`src/rtl/ov7670_pixel_packer.sv`:
```
// OV7670 byte-stream to RGB565 pixel packer: pairs sensor bytes into pixels tagged
// with x/y, and flags frame boundaries and line/frame geometry errors (pclk domain).
module ov7670_pixel_packer #(
  parameter int H_ACTIVE = 640,
  parameter int V_ACTIVE = 480,
  parameter int X_W      = 10,
  parameter int Y_W      = 9
) (
  input  logic           pclk,
  input  logic           reset,
  input  logic           enable,
  input  logic           vsync,
  input  logic           href,
  input  logic [7:0]     d,
  output logic [15:0]    pixel,
  output logic           pixel_valid,
  output logic [X_W-1:0] x,
  output logic [Y_W-1:0] y,
  output logic           frame_start,
  output logic           frame_end,
  output logic           line_err,
  output logic           frame_err,
  output logic [15:0]    frame_count
);

  // Internal counters must reach H_ACTIVE / V_ACTIVE themselves (the saturation caps).
  localparam int XC_W = $clog2(H_ACTIVE + 1);
  localparam int YC_W = $clog2(V_ACTIVE + 1);
  localparam logic [XC_W-1:0] H_MAX = XC_W'(H_ACTIVE);
  localparam logic [YC_W-1:0] V_MAX = YC_W'(V_ACTIVE);

  typedef enum logic [1:0] {SYNC_HIGH, SYNC_LOW, ACTIVE} state_t;

  state_t          state, state_d;
  logic            phase, phase_d;
  logic            overflow, overflow_d;
  logic            extra_line, extra_line_d;
  logic            href_q;
  logic [7:0]      hi_byte, hi_byte_d;
  logic [XC_W-1:0] x_cnt, x_cnt_d;
  logic [YC_W-1:0] y_cnt, y_cnt_d;

  logic [15:0]     pixel_d;
  logic            pixel_valid_d;
  logic [X_W-1:0]  x_d;
  logic [Y_W-1:0]  y_d;
  logic            frame_start_d, frame_end_d, line_err_d, frame_err_d;
  logic [15:0]     frame_count_d;

  always_comb begin
    // NOTE: every signal gets a default first so no path leaves one unassigned (no latches).
    state_d       = state;
    phase_d       = phase;
    overflow_d    = overflow;
    extra_line_d  = extra_line;
    hi_byte_d     = hi_byte;
    x_cnt_d       = x_cnt;
    y_cnt_d       = y_cnt;
    pixel_d       = pixel;
    x_d           = x;
    y_d           = y;
    pixel_valid_d = 1'b0;
    frame_start_d = 1'b0;
    frame_end_d   = 1'b0;
    line_err_d    = 1'b0;
    frame_err_d   = 1'b0;
    frame_count_d = frame_count;

    if (!enable) begin
      state_d = SYNC_HIGH;
    end else begin
      case (state)
        SYNC_HIGH: if (vsync) state_d = SYNC_LOW;
        SYNC_LOW: begin
          if (!vsync) begin
            state_d      = ACTIVE;
            x_cnt_d      = '0;
            y_cnt_d      = '0;
            phase_d      = 1'b0;
            overflow_d   = 1'b0;
            extra_line_d = 1'b0;
          end
        end
        ACTIVE: begin
          if (vsync) begin
            // Frame close takes priority over any line still in progress.
            frame_end_d   = 1'b1;
            frame_err_d   = (y_cnt != V_MAX) || extra_line;
            frame_count_d = frame_count + 16'd1;
            state_d       = SYNC_LOW;
          end else if (href) begin
            phase_d = !phase;
            if (!phase) begin
              hi_byte_d = d;
            end else if (x_cnt < H_MAX && y_cnt < V_MAX) begin
              pixel_valid_d = 1'b1;
              pixel_d       = {hi_byte, d};
              x_d           = X_W'(x_cnt);
              y_d           = Y_W'(y_cnt);
              frame_start_d = (x_cnt == '0) && (y_cnt == '0);
              x_cnt_d       = x_cnt + 1'b1;
            end else begin
              overflow_d = 1'b1;
            end
          end else if (href_q) begin
            line_err_d = phase || (x_cnt != H_MAX) || overflow;
            x_cnt_d    = '0;
            phase_d    = 1'b0;
            overflow_d = 1'b0;
            // y saturates; a line closing at the cap still marks the frame as too tall.
            if (y_cnt == V_MAX) extra_line_d = 1'b1;
            else                y_cnt_d      = y_cnt + 1'b1;
          end
        end
        default: state_d = SYNC_HIGH;
      endcase
    end
  end

  // NOTE: sequential state uses non-blocking assignments so all registers update together.
  always_ff @(posedge pclk or posedge reset) begin
    if (reset) begin
      state       <= SYNC_HIGH;
      phase       <= 1'b0;
      overflow    <= 1'b0;
      extra_line  <= 1'b0;
      href_q      <= 1'b0;
      hi_byte     <= '0;
      x_cnt       <= '0;
      y_cnt       <= '0;
      pixel       <= '0;
      pixel_valid <= 1'b0;
      x           <= '0;
      y           <= '0;
      frame_start <= 1'b0;
      frame_end   <= 1'b0;
      line_err    <= 1'b0;
      frame_err   <= 1'b0;
      frame_count <= '0;
    end else begin
      state       <= state_d;
      phase       <= phase_d;
      overflow    <= overflow_d;
      extra_line  <= extra_line_d;
      href_q      <= href;
      hi_byte     <= hi_byte_d;
      x_cnt       <= x_cnt_d;
      y_cnt       <= y_cnt_d;
      pixel       <= pixel_d;
      pixel_valid <= pixel_valid_d;
      x           <= x_d;
      y           <= y_d;
      frame_start <= frame_start_d;
      frame_end   <= frame_end_d;
      line_err    <= line_err_d;
      frame_err   <= frame_err_d;
      frame_count <= frame_count_d;
    end
  end

endmodule

```
`config.mk`:
```
export PLATFORM = sky130hd
export DESIGN_NAME = ov7670_pixel_packer
export DESIGN_NICKNAME = d
export VERILOG_FILES = /design/src/rtl/ov7670_pixel_packer.sv
export SDC_FILE = /design/constraint.sdc
export NUM_CORES = 1
export LEC_CHECK = 0
export ABC_CLOCK_PERIOD_IN_PS = 3940
export CAP_MARGIN = 20
export CORE_UTILIZATION = 52
export CTS_CLUSTER_SIZE = 28
export DETAILED_ROUTE_END_ITERATION = 10
export PLACE_DENSITY = 0.79
export SYNTH_ARGS = -nofsm -noshare
export SYNTH_HDL_FRONTEND = slang
export SYNTH_SLANG_ARGS = --single-unit
```
`constraint.sdc`:
```
create_clock -name pclk -period 3.94 [get_ports pclk]
set_clock_uncertainty 0.1 [all_clocks]
set_input_delay 1.182 -clock pclk [delete_from_list [all_inputs] [get_ports pclk]]
set_output_delay 1.182 -clock pclk [all_outputs]
set_load 0.03 [all_outputs]
```
==> flow_metrics.env, run 1 <==
export IMPL_status="finished clean"
export IMPL_hp_class="reg -> reg"
export IMPL_multi_input_area_mm2=0.00154
export IMPL_cp_required_ps=4080
export IMPL_p_leak_nw=2.22
export IMPL_yosysTopAreaCellShare_pct=57.5
export IMPL_cts_htree_levels=3
export IMPL_yosysTopAreaCell="dfrtp_1"
export IMPL_firstDrtPassIters=7
export IMPL_gp_congestion=0.839
export IMPL_dpl_worst_slack_ps=657
export IMPL_overflow=0
export IMPL_die_x_um=88.3
export IMPL_hold_buffers=0
export IMPL_num_io_pins=69
export IMPL_vias=2639
export IMPL_clk_pin_slew_ps=90
export IMPL_layout_drive_gt1_share_pct=15.6
export IMPL_yosysMostFrequentCell="dfrtp_1"
export IMPL_dieArea_mm2=0.00780
export IMPL_antenna_found_initial=0
export IMPL_p_sw_mw=0.419
export IMPL_use_met1_pct=29.0
export IMPL_synth_edf_count=0
export IMPL_die_h_um=88.3
export IMPL_synthAdderAreaFrac_pct=1.61
export IMPL_critPathKind="in -> reg"
export IMPL_power_mw=1.84
export IMPL_seq_area_mm2=0.00223
export IMPL_relSlewSlack_pct=64.7
export IMPL_dp_cells=475
export IMPL_clockPowerShare_pct=40.2
export IMPL_fin_nets=405
export IMPL_grt_use_met3_pct=6.25
export IMPL_grt_pass1_vias=2614
export IMPL_cts_resized=0
export IMPL_synth_xor_area_share_pct=4.29
export IMPL_yosys_area_share_simple_pct=14.2
export IMPL_p_int_mw=1.43
export IMPL_cp_arrival_ps=3030
export IMPL_clkLatencyLatePin_ps=350
export IMPL_area_delta_synth_final_pct=26.3
export IMPL_final_setup_tns_ps=0
export IMPL_finalMaxSlewViolations=0
export IMPL_fin_crit_ps=2890
export IMPL_synth_compound_area_share_pct=6.52
export IMPL_grt_first_pass_wirelength_um=12300
export IMPL_cpMaxStageDelayCell="clkdlybuf4s50_1"
export IMPL_initial_core_util_pct=53.7
export IMPL_power_density_mw_per_mm2=377
export IMPL_post_cts_buffers=0
export IMPL_pwr_share_seq_pct=52.6
export IMPL_synth_nets=336
export IMPL_synth_seq_cells=89
export IMPL_synthFlopType="dfrtp_1"
export IMPL_fin_crit_sh_pct=73.3
export IMPL_ys_types=49
export IMPL_end_kind="flop"
export IMPL_syn_area_mm2=0.00387
export IMPL_synth_area_leaders="dfrtp_1 57%, mux2_2 8.7%, mux2_1 4.1%"
export IMPL_avgSynthCellArea_um2=12.2
export IMPL_grt_busiest_layer="met2"
export IMPL_grtUsageMet2_pct=31.6
export IMPL_swShare_pct=22.7
export IMPL_numCtsBuffers=9
export IMPL_num_rows=31
export IMPL_cts_tree="yes"
export IMPL_setup_violations=0
export IMPL_synth_warnings=0
export IMPL_hold_viol=0
export IMPL_cp_cell_sequence="clkdlybuf4s50_1 -> nor2b_1 -> buf_4 -> nand3_1 -> nor2_2 -> mux2_2"
export IMPL_antenna_left=0
export IMPL_slowest_delay_ps=510
export IMPL_cts_root_buf="clkbuf_8"
export IMPL_vdd_drop_max_mv=0.225
export IMPL_fillers=529
export IMPL_rsz0062_at_grt="no"
export IMPL_ys_seq_area_share_pct=57.5
export IMPL_synth_top_family_by_area="simple AND/OR/NAND/NOR gates"
export IMPL_pwr_share_comb_pct=7.2
export IMPL_hpwl_um=5180
export IMPL_final_util_pct=67.8
export IMPL_synth_mux_area_share_pct=12.8
export IMPL_synth_async_reset_ratio_pct=100
export IMPL_cts_sinks=89
export IMPL_wirelength_um=7330
export IMPL_final_cells=491
export IMPL_avgRoutedWirePerCell_um=14.9
export IMPL_core_area_mm2=0.00721
export IMPL_drt_vias_per_instance=5.37
export IMPL_io_buffer_count=68
export IMPL_synth_top_cells_by_count="89 x dfrtp_1, 30 x mux2_2, 23 x nor2_1"
export IMPL_max_cap_violations=0
export IMPL_grt_use_total_pct=20.8
export IMPL_max_freq_mhz=346
export IMPL_final_setup_worst_slack_ps=1050
export IMPL_drtIter0Drc=141
export IMPL_cp_start_kind="input port"
export IMPL_cts_buffer_depth=2
export IMPL_grt_start_max_net_pins=61
export IMPL_worst_pin_slew_ps=530
export IMPL_worst_path_max_fanout=9
export IMPL_diodes=0
export IMPL_drc=0
export IMPL_synthesis_instances=318
## power groups by stage
| stage | clock network (mW) | logic, mW | registers (mW) |
|---|---|---|---|
| after global routing | 0.798 | 0.147 | 0.975 |
| after floorplan | 0 | 0.0581 | 1.00 |
| after detailed placement | 0 | 0.135 | 0.987 |
| after global placement | 0 | 0.131 | 0.986 |
| final | 0.742 | 0.133 | 0.970 |
| after CTS | 0.761 | 0.135 | 0.969 |
## per-layer routing
metal  share of wire, %  wire length [um]
met3                5.1               376
met4                1.2                89
met1                 46              3340
met2                 48              3530
met5                  0                 0
## critical path, delay by kind of cell
kind	cells	cell delay [ps]
multiplexers	1	400
buffers and inverters	2	670
AND/OR/NAND/NOR	3	780
## through the flow
stage / hold WS (ps) / area [um2]
detailed placement: 363 / 4650
global route: 404 / 4890
floorplan: 363 / 3870
finish: 375 / 4890
global placement: 364 / 4650
CTS: 377 / 4890
## final timing paths
path,from,end,slack (ps),depth (start not counted)
worst max-delay path,enable,hi_byte[7],1050,6
worst min-delay path,frame_count[15],frame_count[15],370,1
worst max register to register,y_cnt[0],y_cnt[8],1620,7
worst min register to register,frame_count[15],frame_count[15],370,1
max in group asynchronous,reset,y[0],1990,3
min in group asynchronous,reset,frame_count[14],1080,2
## final cells by class
cell class | count | share of cell area, %
flip-flops and latches | 89 | 45.5
clock buffers | 10 | 2.61
repair buffers | 72 | 15.0
clock inverters | 6 | 2.35
multi-input cells | 208 | 31.4
well taps | 99 | 2.53
inverters | 7 | 0.563
## cell families (layout without fill, tap and decap cells)
logic type / count (synthesis) / after routing
AO/OA/AOI/OAI: 39 / 39
XOR/XNOR: 19 / 19
adder cells (fa/ha/maj): 5 / 5
buffers and inverters: 21 / 95
flip-flops: 89 / 89
multiplexers: 44 / 44
AND/OR/NAND/NOR: 101 / 101
## placed cells by master (no fill, tap or decap), types with 3 or more instances in the layout
| cell | count |
|---|---|
| clkdlybuf4s50_1 | 68 |
| o21ai_0 | 9 |
| xor2_1 | 6 |
| nor2b_1 | 3 |
| ha_1 | 5 |
| bufinv_16 | 3 |
| inv_1 | 6 |
| nand4_1 | 8 |
| clkbuf_8 | 9 |
| and3_1 | 3 |
| xnor2_1 | 13 |
| a21oi_1 | 12 |
| nand2b_1 | 4 |
| nand3_1 | 17 |
| o21ai_1 | 5 |
| mux2_1 | 14 |
| dfrtp_1 | 89 |
| mux2_2 | 30 |
| nand2_1 | 17 |
| nor4_1 | 3 |
| or3_1 | 6 |
| nor2_1 | 22 |
## sequential cells by signal, summed over array words and instances, names as in the netlist, 2 cells and up
name	flops
frame_count	16
pixel	16
x	10
x_cnt	10
y	9
y_cnt	9
hi_byte	8
state	2
No activity file was read; power rests on OpenSTA's default activity.
==> run 2: changes to the inputs <==
ABC_CLOCK_PERIOD_IN_PS = 2700   (was 3940)
clock period = 2.7 ns   (was 3.94 ns; I/O delays follow)
==> run 2 against run 1 <==
Effect of this change:
- combinational power is 50% higher
- sequential power is 46% higher
- total power is 31% higher
- highest routed layer unchanged
- global-route usage is 0.61 points higher
- clock power is 8.8% higher
==> flow_metrics.env, run 2 (synthesis results as in run 1) <==
export IMPL_numCtsBuffers=9
export IMPL_grt_pass1_vias=2686
export IMPL_timing_hold_ws_ps=387
export IMPL_max_cap_violations=0
export IMPL_vdd_drop_max_mv=0.292
export IMPL_final_common_cell="dfrtp_1"
export IMPL_setup_violations=0
export IMPL_cts_root_buf="clkbuf_8"
export IMPL_cts_tree="yes"
export IMPL_avgRoutedWirePerCell_um=15.0
export IMPL_hp_class="reg -> reg"
export IMPL_cp_required_ps=1790
export IMPL_fin_crit_ps=2420
export IMPL_final_util_pct=68.3
export IMPL_drtIter0Drc=212
export IMPL_cts_resized=0
export IMPL_hpwl_um=5250
export IMPL_drt_vias_per_instance=5.46
export IMPL_dieArea_mm2=0.00780
export IMPL_num_rows=31
export IMPL_p_leak_nw=2.23
export IMPL_core_area_mm2=0.00721
export IMPL_diodes=0
export IMPL_cpMaxStageDelayCell="clkdlybuf4s50_1"
export IMPL_hold_viol=0
export IMPL_num_io_pins=69
export IMPL_vias=2737
export IMPL_layout_drive_gt1_share_pct=17.7
export IMPL_final_setup_tns_ps=0
export IMPL_gp_congestion=0.861
export IMPL_post_cts_buffers=0
export IMPL_power_density_mw_per_mm2=492
export IMPL_multi_input_area_mm2=0.00154
export IMPL_worst_path_max_fanout=6
export IMPL_fillers=559
export IMPL_fin_nets=415
export IMPL_worst_pin_slew_ps=481
export IMPL_cp_cell_sequence="clkdlybuf4s50_1"
export IMPL_fin_crit_sh_pct=89.7
export IMPL_cts_sinks=89
export IMPL_hold_buffers=0
export IMPL_cts_htree_levels=3
export IMPL_firstDrtPassIters=4
export IMPL_top_regs="frame_count: 16 flops, pixel: 16 flops"
export IMPL_power_mw=2.42
export IMPL_grt_use_total_pct=21.4
export IMPL_seq_area_mm2=0.00223
export IMPL_status="finished clean"
export IMPL_initial_core_util_pct=53.7
export IMPL_cp_arrival_ps=1510
export IMPL_critPathBufInv=1
export IMPL_finalMaxSlewViolations=0
export IMPL_critPathKind="reg -> out"
export IMPL_die_h_um=88.3
export IMPL_relSlewSlack_pct=67.6
export IMPL_antenna_left=0
export IMPL_slowest_delay_ps=710
export IMPL_io_buffer_count=68
export IMPL_area_delta_synth_final_pct=27.1
export IMPL_die_x_um=88.3
export IMPL_end_kind="primary output"
export IMPL_clk_pin_slew_ps=90
export IMPL_drc=0
export IMPL_cts_buffer_depth=2
export IMPL_max_freq_mhz=413
export IMPL_grt_first_pass_wirelength_um=12700
export IMPL_rsz0062_at_grt="no"
export IMPL_antenna_found_initial=0
export IMPL_mostFrequentLayoutCells="89 x dfrtp_1, 68 x clkdlybuf4s50_1, 30 x mux2_2, 22 x nor2_1"
export IMPL_cp_top_family="buffers and inverters"
export IMPL_overflow=0
export IMPL_cp_start_kind="flop"
export IMPL_grt_start_max_net_pins=90
export IMPL_clkLatencyLatePin_ps=360
export IMPL_wirelength_um=7540
## run 2: worst paths after layout
path                                 start              end  slack, ps  depth (start not counted)
min in group asynchronous            reset             x[4]        800                          3
hold / removal             frame_count[15]  frame_count[15]        390                          1
hold reg to reg            frame_count[15]  frame_count[15]        390                          1
setup / recovery            frame_count[4]   frame_count[4]        280                          1
max in group asynchronous            reset  frame_count[12]       1290                          3
setup reg to reg                  y_cnt[0]         y_cnt[6]        470                          8
## run 2: per-layer routing
layer	GRT usage, %	share of wire [%]	up-vias
met5	0	0	-
met1	28.8	46	1351
met4	8.21	1.8	0
li1	-	-	1278
met3	5.60	5.3	18
met2	33.4	47	90
## run 2: area by class of cell
class                           instances  area share (%)
Sequential cell                        89            45.2
Multi-Input combinational cell        208            31.2
Timing Repair Buffer                   82            17.0
Clock buffer                           10            2.59
Tap cell                               99            2.52
Clock inverter                          6           0.889
Inverter                                7           0.610
## run 2: stage by stage
step / setup WS (ps) / cell area (um2) / cells
floorplan: 501 / 3880 / 318
global placement: 44.4 / 4750 / 485
detailed placement: -5.72 / 4750 / 485
CTS: 269 / 4920 / 501
global route: 219 / 4920 / 501
finish: 277 / 4920 / 501
## run 2: power by group
part / switching [mW] / internal [mW] / leakage, nW / total [mW]
clock network: 0.472 / 0.336 / 0.0749 / 0.807
registers: 0.0422 / 1.37 / 1.23 / 1.42
logic: 0.109 / 0.0911 / 0.923 / 0.200
total: 0.623 / 1.80 / 2.23 / 2.42
